### config.mk
export PLATFORM = sky130hd
export DESIGN_NAME = booth_mac_accum
export DESIGN_NICKNAME = d
export VERILOG_FILES = /design/src/rtl/booth_mac_accum.sv
export SDC_FILE = /design/constraint.sdc
export NUM_CORES = 1
export LEC_CHECK = 0
export ABC_AREA = 1
export CORE_MARGIN = 1
export CORE_UTILIZATION = 40
export DETAILED_ROUTE_END_ITERATION = 16
export RECOVER_POWER = 100
export SETUP_SLACK_MARGIN = 0.05
export SLEW_MARGIN = 40
export SYNTH_ARGS = -nofsm -noshare
export SYNTH_HDL_FRONTEND = slang
export SYNTH_SLANG_ARGS = --single-unit
### constraint.sdc
create_clock -name clk -period 4.8 [get_ports clk]
set_input_delay 1.44 -clock clk [delete_from_list [all_inputs] [get_ports clk]]
set_output_delay 1.44 -clock clk [all_outputs]
set_load 0.005 [all_outputs]
### src/rtl/booth_mac_accum.sv
// -----------------------------------------------------------------------------
// booth_mac_accum
//
// Purpose:
//   Frame accumulator that sits behind the 16x16 signed Booth multiplier.
//   A frame of `len` signed products is summed into a wide signed accumulator.
//   The frame sum is then handed to the next stage (FIR / dot-product).
//   Products arrive over a valid/ready handshake and the result leaves over
//   another valid/ready handshake.
//
// Optional feature (compile-time macro):
//   BOOTH_MAC_SAT_EN  - when defined, the accumulator saturates to the signed
//                       ACC_W range and raises a sticky per-frame `ovf` flag.
//                       When undefined, the accumulator wraps modulo 2**ACC_W
//                       and `ovf` is tied low.
//
// Parameters:
//   PROD_W  product width (two's complement), sign-extended into the accumulator
//   ACC_W   accumulator / result width, must be >= PROD_W
//   CNT_W   frame-length field width; max frame = 2**CNT_W-1 products
//
// Ports:
//   clk         in   1       single clock, posedge
//   rst_n       in   1       asynchronous active-low reset
//   start       in   1       begin a frame (sampled only in IDLE)
//   len         in   CNT_W   products in frame, latched on accepted start
//   abort       in   1       drop current frame, return to IDLE
//   prod        in   PROD_W  signed product from multiplier
//   prod_valid  in   1       prod is valid this cycle
//   prod_ready  out  1       block accepts prod this cycle (ACCUM state)
//   acc         out  ACC_W   signed frame sum, stable while acc_valid=1
//   acc_valid   out  1       result available (DONE state)
//   acc_ready   in   1       downstream takes the result
//   busy        out  1       state != IDLE
//   ovf         out  1       sticky per-frame overflow (saturating build only)
// -----------------------------------------------------------------------------
module booth_mac_accum #(
  parameter int PROD_W = 32,
  parameter int ACC_W  = 40,
  parameter int CNT_W  = 8
) (
  input  logic                     clk,
  input  logic                     rst_n,
  input  logic                     start,
  input  logic [CNT_W-1:0]         len,
  input  logic                     abort,
  input  logic signed [PROD_W-1:0] prod,
  input  logic                     prod_valid,
  output logic                     prod_ready,
  output logic signed [ACC_W-1:0]  acc,
  output logic                     acc_valid,
  input  logic                     acc_ready,
  output logic                     busy,
  output logic                     ovf
);

  typedef enum logic [1:0] {
    S_IDLE  = 2'd0,
    S_ACCUM = 2'd1,
    S_DONE  = 2'd2
  } state_t;

  state_t                   state_q, state_d;
  logic signed [ACC_W-1:0]  acc_q, acc_d;
  logic [CNT_W-1:0]         cnt_q, cnt_d;

`ifdef BOOTH_MAC_SAT_EN
  localparam logic signed [ACC_W-1:0] ACC_MAX = {1'b0, {(ACC_W-1){1'b1}}};
  localparam logic signed [ACC_W-1:0] ACC_MIN = {1'b1, {(ACC_W-1){1'b0}}};

  logic                     ovf_q, ovf_d;
  logic signed [ACC_W:0]    sum_ext;

  // One guard bit above the accumulator: the sum of an in-range accumulator
  // and a sign-extended product can never overflow ACC_W+1 bits, so the two
  // top bits disagreeing is an exact overflow test.
  function automatic logic signed [ACC_W:0] add_ext(
    input logic signed [ACC_W-1:0]  a,
    input logic signed [PROD_W-1:0] p
  );
    return (ACC_W+1)'(a) + (ACC_W+1)'(p);
  endfunction

  function automatic logic sum_ovf(input logic signed [ACC_W:0] s);
    return s[ACC_W] ^ s[ACC_W-1];
  endfunction

  // Clamp toward the sign of the true (guard-bit) result.
  function automatic logic signed [ACC_W-1:0] sat(input logic signed [ACC_W:0] s);
    logic signed [ACC_W-1:0] r;
    if (sum_ovf(s)) begin
      r = s[ACC_W] ? ACC_MIN : ACC_MAX;
    end else begin
      r = s[ACC_W-1:0];
    end
    return r;
  endfunction
`else
  // Plain two's-complement add; the carry out of ACC_W is simply dropped.
  function automatic logic signed [ACC_W-1:0] add_wrap(
    input logic signed [ACC_W-1:0]  a,
    input logic signed [PROD_W-1:0] p
  );
    return a + ACC_W'(p);
  endfunction
`endif

  // Handshake/status outputs decode the state register only, so they are
  // glitch-free and carry no combinational path from the inputs.
  assign prod_ready = (state_q == S_ACCUM);
  assign acc_valid  = (state_q == S_DONE);
  assign busy       = (state_q != S_IDLE);
  assign acc        = acc_q;

`ifdef BOOTH_MAC_SAT_EN
  assign ovf        = ovf_q;
  assign sum_ext    = add_ext(acc_q, prod);
`else
  assign ovf        = 1'b0;
`endif

  always_comb begin
    state_d = state_q;
    acc_d   = acc_q;
    cnt_d   = cnt_q;
`ifdef BOOTH_MAC_SAT_EN
    ovf_d   = ovf_q;
`endif

    case (state_q)
      S_IDLE: begin
        // abort in IDLE blocks a same-cycle start.
        if (start && !abort) begin
          acc_d   = '0;
          cnt_d   = len;
`ifdef BOOTH_MAC_SAT_EN
          ovf_d   = 1'b0;
`endif
          // An empty frame goes straight to DONE with a zero sum.
          state_d = (len != '0) ? S_ACCUM : S_DONE;
        end
      end

      S_ACCUM: begin
        if (abort) begin
          acc_d   = '0;
          cnt_d   = '0;
`ifdef BOOTH_MAC_SAT_EN
          ovf_d   = 1'b0;
`endif
          state_d = S_IDLE;
        end else if (prod_valid) begin
`ifdef BOOTH_MAC_SAT_EN
          acc_d = sat(sum_ext);
          if (sum_ovf(sum_ext)) begin
            ovf_d = 1'b1;
          end
`else
          acc_d = add_wrap(acc_q, prod);
`endif
          cnt_d = cnt_q - CNT_W'(1);
          if (cnt_q == CNT_W'(1)) begin
            state_d = S_DONE;
          end
        end
      end

      S_DONE: begin
        // abort wins over a simultaneous acc_ready: no handoff happens.
        if (abort) begin
          acc_d   = '0;
          cnt_d   = '0;
`ifdef BOOTH_MAC_SAT_EN
          ovf_d   = 1'b0;
`endif
          state_d = S_IDLE;
        end else if (acc_ready) begin
          state_d = S_IDLE;
        end
      end

      default: begin
        state_d = S_IDLE;
      end
    endcase
  end

  always_ff @(posedge clk or negedge rst_n) begin
    if (!rst_n) begin
      state_q <= S_IDLE;
      acc_q   <= '0;
      cnt_q   <= '0;
`ifdef BOOTH_MAC_SAT_EN
      ovf_q   <= 1'b0;
`endif
    end else begin
      state_q <= state_d;
      acc_q   <= acc_d;
      cnt_q   <= cnt_d;
`ifdef BOOTH_MAC_SAT_EN
      ovf_q   <= ovf_d;
`endif
    end
  end

endmodule

==> metrics, run 1 <==
buffers from clock root to sink, at most=2; crit-path cells=dlygate4sd3_1 > nor2_1 > inv_1 > o21ai_0 > nor3_4 > inv_1 > buf_4 > nand2_1 > o21ai_0; total CTS buffers=5; Compound-Gate Fraction of Synth Area=0.1228; critical path launch point type=primary input; clock-pin slew on the worst setup and hold paths=0.07 ns; RD Place Congestion=0.9221; Post-synth ARST share=1.000; post-CTS sizing=0; vias in the first global route=5,403; NetSw=1.524 mW; top_reg_cell synth=dfrtp_1; crit end category=register; initial antenna violation count=0; Hold Crit Class=register to register; warnings from Yosys=0; Mean Syn Cell Area=5.969 sq um; CTS tree=done; failing checks=max-capacitance violations, max-slew violations; Slowest cell on crit path=dlygate4sd3_1; crit-path max cell delay=0.56 ns; DRT antenna net count=0; Critical Path AT=4.14 ns; drt via density=4.811; GRT Total Usage=0.2486; placed insts=1,117; library cells used by synthesis=41; post-synthesis mux area share=0; Simple-Gate Fraction of Synth Area=0.3957; Worst Slack Setup Final=0.8813 ns; max_cap viols=1; fin crit share=0.8164; Reg area=1251 sq um; IO Port Bufs=88; Sw Ratio=0.5057; critical path required time=5.03 ns; EDFF count, synth=0; Placed Area=6195 sq um; Final Core Density=0.4986; power after layout=3.013 mW; Die Y=115.6 um; FMAX=255.2 MHz; first-pass GRT wire length=25,710 um; Slew Limit Fails=30; Max-Slew Margin vs Limit=-0.1722; multi-input logic area=3266 sq um; Worst Path Max Fanout=29; num rows=41; Avg WL per Cell=13.78 um; post-route DRC violation count=0; Area growth, synth to finish=22.00%; Num Clock Sinks=50; Post-Synthesis Cells=864; DR iter-0 viols=301; TritonRoute pass-1 iters=5; Clk pwr share=0.129; sequential share of the synthesized area=0.2426; RSZ-0062 raised after global routing=no; Int Pwr=1.489 mW; Combinational Power Share=0.638; sequential power share=0.233; XOR/XNOR Fraction of Synth Area=0.01019; Worst VDD drop=280.3 uV; Hold Buf Count CTS=0; Synth Cell Area=5157 sq um; io pins=90; Setup CP Type=primary input to register; Post-CTS Setup Repair Bufs=0; Final min period=3.919 ns; status=finished with violations; final hold vios=0; Adder-Cell Fraction of Synth Area=0.1131; largest family of logic cells by synthesized area=simple AND/OR/NAND/NOR gates; Mapped Nets=956; Final Non-Filler Cells=1,125; DPL Wire Length=12,470 um; # nets final=1,044; vias=5,412; Initial Utilization=0.4087; Die Wd=115.6 um; pin count of the biggest net entering global routing=32; GRT overflow=0; R2R Setup Slk=1.87 ns; die area=13,350 sq um; final-layout fill cell count=1,405; setup_tns=0 ns; pwr dens=478.9 nW/um^2; Worst Skew=0.01256 ns; drt total wl=15,500 um; Fin Hold WS=0.5050 ns; post-placement setup slack=1.027 ns; n_diodes=0; Placeable Area=12,620 sq um; Skew-Pair Late Insertion Delay=0.31 ns; Finish-stage setup viols=0; share of cells above drive strength 1=0.02308; Leak=3.573 nW; H-tree depth=2; final non-filler cell area=6292 sq um; clk root buf=clkbuf_16; worst-margin pin slew=1.758 ns; post-synthesis register bit count=50
[cells in the mapped netlist, types with 2 or more instances]
cell type,count,area [sq um]
nand2_1,343,1287
inv_1,136,510.5
nor2_1,90,337.8
nand3_1,51,255.2
dfrtp_1,50,1251
ha_1,45,563.0
a21oi_1,42,210.2
o21ai_0,32,160.2
o21ai_2,17,148.9
nor3_1,5,25.02
buf_2,4,20.02
nand4_1,4,25.02
a22oi_1,3,22.52
buf_4,3,22.52
nand3b_1,3,22.52
nor2_2,3,18.77
xnor2_1,3,26.28
xor2_1,3,26.28
a21boi_0,2,15.01
a22o_1,2,17.52
nor4_1,2,12.51
o21bai_1,2,15.01
[placed cells by master (no fill, tap or decap), types with 4 or more instances in the layout]
cell type	n
o21ai_0	44
nor2_1	91
nand4_1	4
dlygate4sd3_1	44
clkbuf_16	5
clkdlybuf4s50_1	43
inv_1	137
dfrtp_1	50
a21oi_1	42
nor3_1	5
ha_1	45
nand2_1	343
o21ai_2	5
nand3_1	51
[logic make-up after synthesis]
group | count (synthesis)
AND/OR/NAND/NOR | 507
buffers and inverters | 148
AO/OA/AOI/OAI | 106
flip-flops | 50
adder cells (fa/ha/maj) | 46
XOR/XNOR | 6
other | 1
[power groups by stage]
stage | logic [mW] | registers (mW) | clock network (mW)
after floorplan | 1.33 | 0.695 | 0
after global placement | 2.00 | 0.720 | 0
after detailed placement | 2.00 | 0.716 | 0
after CTS | 2.01 | 0.712 | 0.405
after global routing | 2.19 | 0.729 | 0.412
final | 1.92 | 0.703 | 0.388
[metal layers]
layer	vias to the layer above	routed length, um	share of wire	track usage
met2	98	7216	0.47	0.4363
met4	0	303	0.020	0.07359
met3	20	476	0.031	0.02877
met5	-	0	0	0
li1	2883	-	-	-
met1	2411	7508	0.48	0.3194
[cell type report]
type                       instances  share of cell area
multi-input combinational        666              0.5190
clock inverter                     3            0.003977
clock buffer                       5             0.01988
tap                              172             0.03420
sequential                        50              0.1988
timing repair buffer              90              0.1408
inverter                         139             0.08332
[worst max-delay path: cells and delay by family]
family                 cells  cell delay (ns)
AO/OA/AOI/OAI              2             0.47
AND/OR/NAND/NOR            3             0.54
buffers and inverters      4             1.68
[state kept, by name (all words and copies together), names as in the netlist]
| register | cells |
|---|---|
| acc | 40 |
| cnt_q | 8 |
| state_q | 2 |
[final timing paths]
kind                                  from  endpoint  cells after the start
max in group asynchronous            rst_n   acc[29]                      2
worst min register to register     acc[28]   acc[28]                      2
worst max register to register  state_q[1]   acc[17]                     11
worst max-delay path                 abort   acc[17]                      9
worst min-delay path               acc[28]   acc[28]                      2
min in group asynchronous            rst_n    acc[2]                      1
(Power assumes the default switching activity.)
==> inputs of run 2 (changes only) <==
--- a/config.mk
+++ b/config.mk
@@ -9,6 +9,7 @@
 export CORE_MARGIN = 1
 export CORE_UTILIZATION = 40
 export DETAILED_ROUTE_END_ITERATION = 16
+export PLACE_DENSITY = 0.66
 export RECOVER_POWER = 100
 export SETUP_SLACK_MARGIN = 0.05
 export SLEW_MARGIN = 40
==> constraint.sdc (replaced) <==
create_clock -name clk -period 3.4 [get_ports clk]
set_input_delay 1.02 -clock clk [delete_from_list [all_inputs] [get_ports clk]]
set_output_delay 1.02 -clock clk [all_outputs]
set_load 0.005 [all_outputs]
==> metrics, run 2 (synthesized netlist as in run 1, its figures left out) <==
status=completed; first-pass GRT wire length=25,030 um; Worst Skew=0.003530 ns; Most Used Layer, Global Route=met2; clk root buf=clkbuf_16; Max-Slew Margin vs Limit=0.06078; vias in the first global route=5,170; total CTS buffers=5; min-delay src=acc[28]; Hold Buf Count CTS=0; Area growth, synth to finish=24.41%; reg-to-reg startpoint=state_q[1]; TritonRoute pass-1 iters=5; Final Non-Filler Cells=1,136; crit-path max cell delay=0.46 ns; most frequent cells in the layout=nand2_1, inv_1, nor2_1; clock-pin slew on the worst setup and hold paths=0.08 ns; Reg2Reg Capture Point=cnt_q[7]; Buf/Inv on CP=1; commonest non-fill, non-tap cell in the layout=nand2_1; Initial Utilization=0.4087; n_diodes=0; pin count of the biggest net entering global routing=41; fin crit share=0.9115; grt met1 use=0.3265; Leak=3.643 nW; worst-margin pin slew=1.409 ns; critical path required time=3.60 ns; # nets final=1,055; Die Y=115.6 um; Num Clock Sinks=50; CTS tree=done; DPL Wire Length=12,210 um; Worst Path Max Fanout=4; io pins=90; WHS Endpoint=acc[28]; Slew Limit Fails=0; IO Port Bufs=88; die area=13,350 sq um; critical path launch point type=primary input; Setup CP Type=primary input to register; Finish-stage setup viols=0; final non-filler cell area=6416 sq um; post-CTS sizing=0; RSZ-0062 raised after global routing=no; hold depth=2; FMAX=322.7 MHz; vias=5,505; setup_tns=0 ns; Placeable Area=12,620 sq um; Avg WL per Cell=13.35 um; R2R cell count=11; drt total wl=15,170 um; Critical Path AT=3.30 ns; Hold Crit Class=register to register; GRT overflow=0; pwr dens=692.4 nW/um^2; crit end category=register; post-route DRC violation count=0; drt via density=4.846; Skew-Pair Late Insertion Delay=0.31 ns; DRT antenna net count=0; crit-path leading delay family=simple AND/OR/NAND/NOR gates; initial antenna violation count=0; Final min period=3.099 ns; DR iter-0 viols=337; final-layout fill cell count=1,366; buffers from clock root to sink, at most=2; crit-path cells=clkdlybuf4s50_1 > ha_1 > fa_1 > nand3_1 > nand3_1 > nand2_1 > nand2_1 > nand2_1 > nand3_1 > nand2_1 > nand3_1 > nand3_1 > nand2_1; placed insts=1,128; RD Place Congestion=0.8782; share of cells above drive strength 1=0.03216; num rows=41; final hold vios=0; Fin Hold WS=0.5051 ns; met3 Usage GRT=0.03766; Worst VDD drop=462.9 uV; power after layout=4.443 mW; R2R Setup Slk=0.86 ns; GRT met2 Usage=0.4024; Die Wd=115.6 um; H-tree depth=2; Slowest cell on crit path=fa_1; Placed Area=6290 sq um; Post-CTS Setup Repair Bufs=0; GRT Total Usage=0.2419; max_cap viols=0; max reg flops=40
==> run 2: changes by cell type in the layout (fill, tap and decap cells not counted), sizes merged <==
| cell | before | now |
|---|---|---|
| bufinv | 0 | 2 |
| inv | 139 | 138 |
| buf | 1 | 9 |
| clkinvlp | 1 | 0 |
| clkbuf | 7 | 10 |
==> run 2: how the worst max path moves through the flow <==
| stage | from | end | cells after the start |
|---|---|---|---|
| 4_1_cts | prod[0] | acc[38] | 13 |
| 5_1_grt | prod[0] | acc[38] | 14 |
| 6_report | prod[0] | acc[38] | 13 |
| 2_1_floorplan | prod[0] | acc[20] | 9 |
| 3_5_place_dp | prod[0] | acc[38] | 13 |
| 3_3_place_gp | prod[0] | acc[38] | 13 |
==> run 2: area by class of cell <==
type / instances / area, sq um / share of cell area
tap: 172 / 215.2 / 0.03354
multi-input combinational: 666 / 3261 / 0.5082
inverter: 139 / 521.8 / 0.08132
timing repair buffer: 101 / 973.4 / 0.1517
sequential: 50 / 1251 / 0.1950
clock buffer: 5 / 125.1 / 0.01950
clock inverter: 3 / 68.82 / 0.01073
==> run 2: layer usage <==
| metal | vias to the layer above | part of all wire |
|---|---|---|
| met5 | - | 0 |
| met4 | 0 | 0.019 |
| met3 | 20 | 0.052 |
| met2 | 154 | 0.44 |
| met1 | 2414 | 0.49 |
| li1 | 2917 | - |
==> run 2: worst reg2reg max path: stages, from the launching register on <==
cell     delay [ns]
dfrtp_1        0.41
inv_1          0.12
ha_1           0.17
inv_1          0.04
nor2_1         0.32
inv_1          0.12
o21ai_0        0.42
nor3_4         0.13
inv_2          0.23
buf_12         0.26
a21oi_1        0.08
a22oi_1        0.15
==> run 2: metrics by stage <==
stage / util / setup slack, ns
final: 0.5084 / 0.3010
after global routing: 0.5084 / 0.09116
after CTS: 0.5138 / 0.3743
after detailed placement: 0.4984 / 0.05082
after global placement: 0.4984 / 0.08282
after floorplan: - / 0.8243
==> run 2: report_power, final <==
part | leakage (nW) | internal, mW | total, mW | switching (mW)
clock network | 0.0940 | 0.424 | 0.689 | 0.265
logic | 2.87 | 1.07 | 2.76 | 1.70
registers | 0.674 | 0.812 | 0.990 | 0.178
total | 3.64 | 2.30 | 4.44 | 2.14
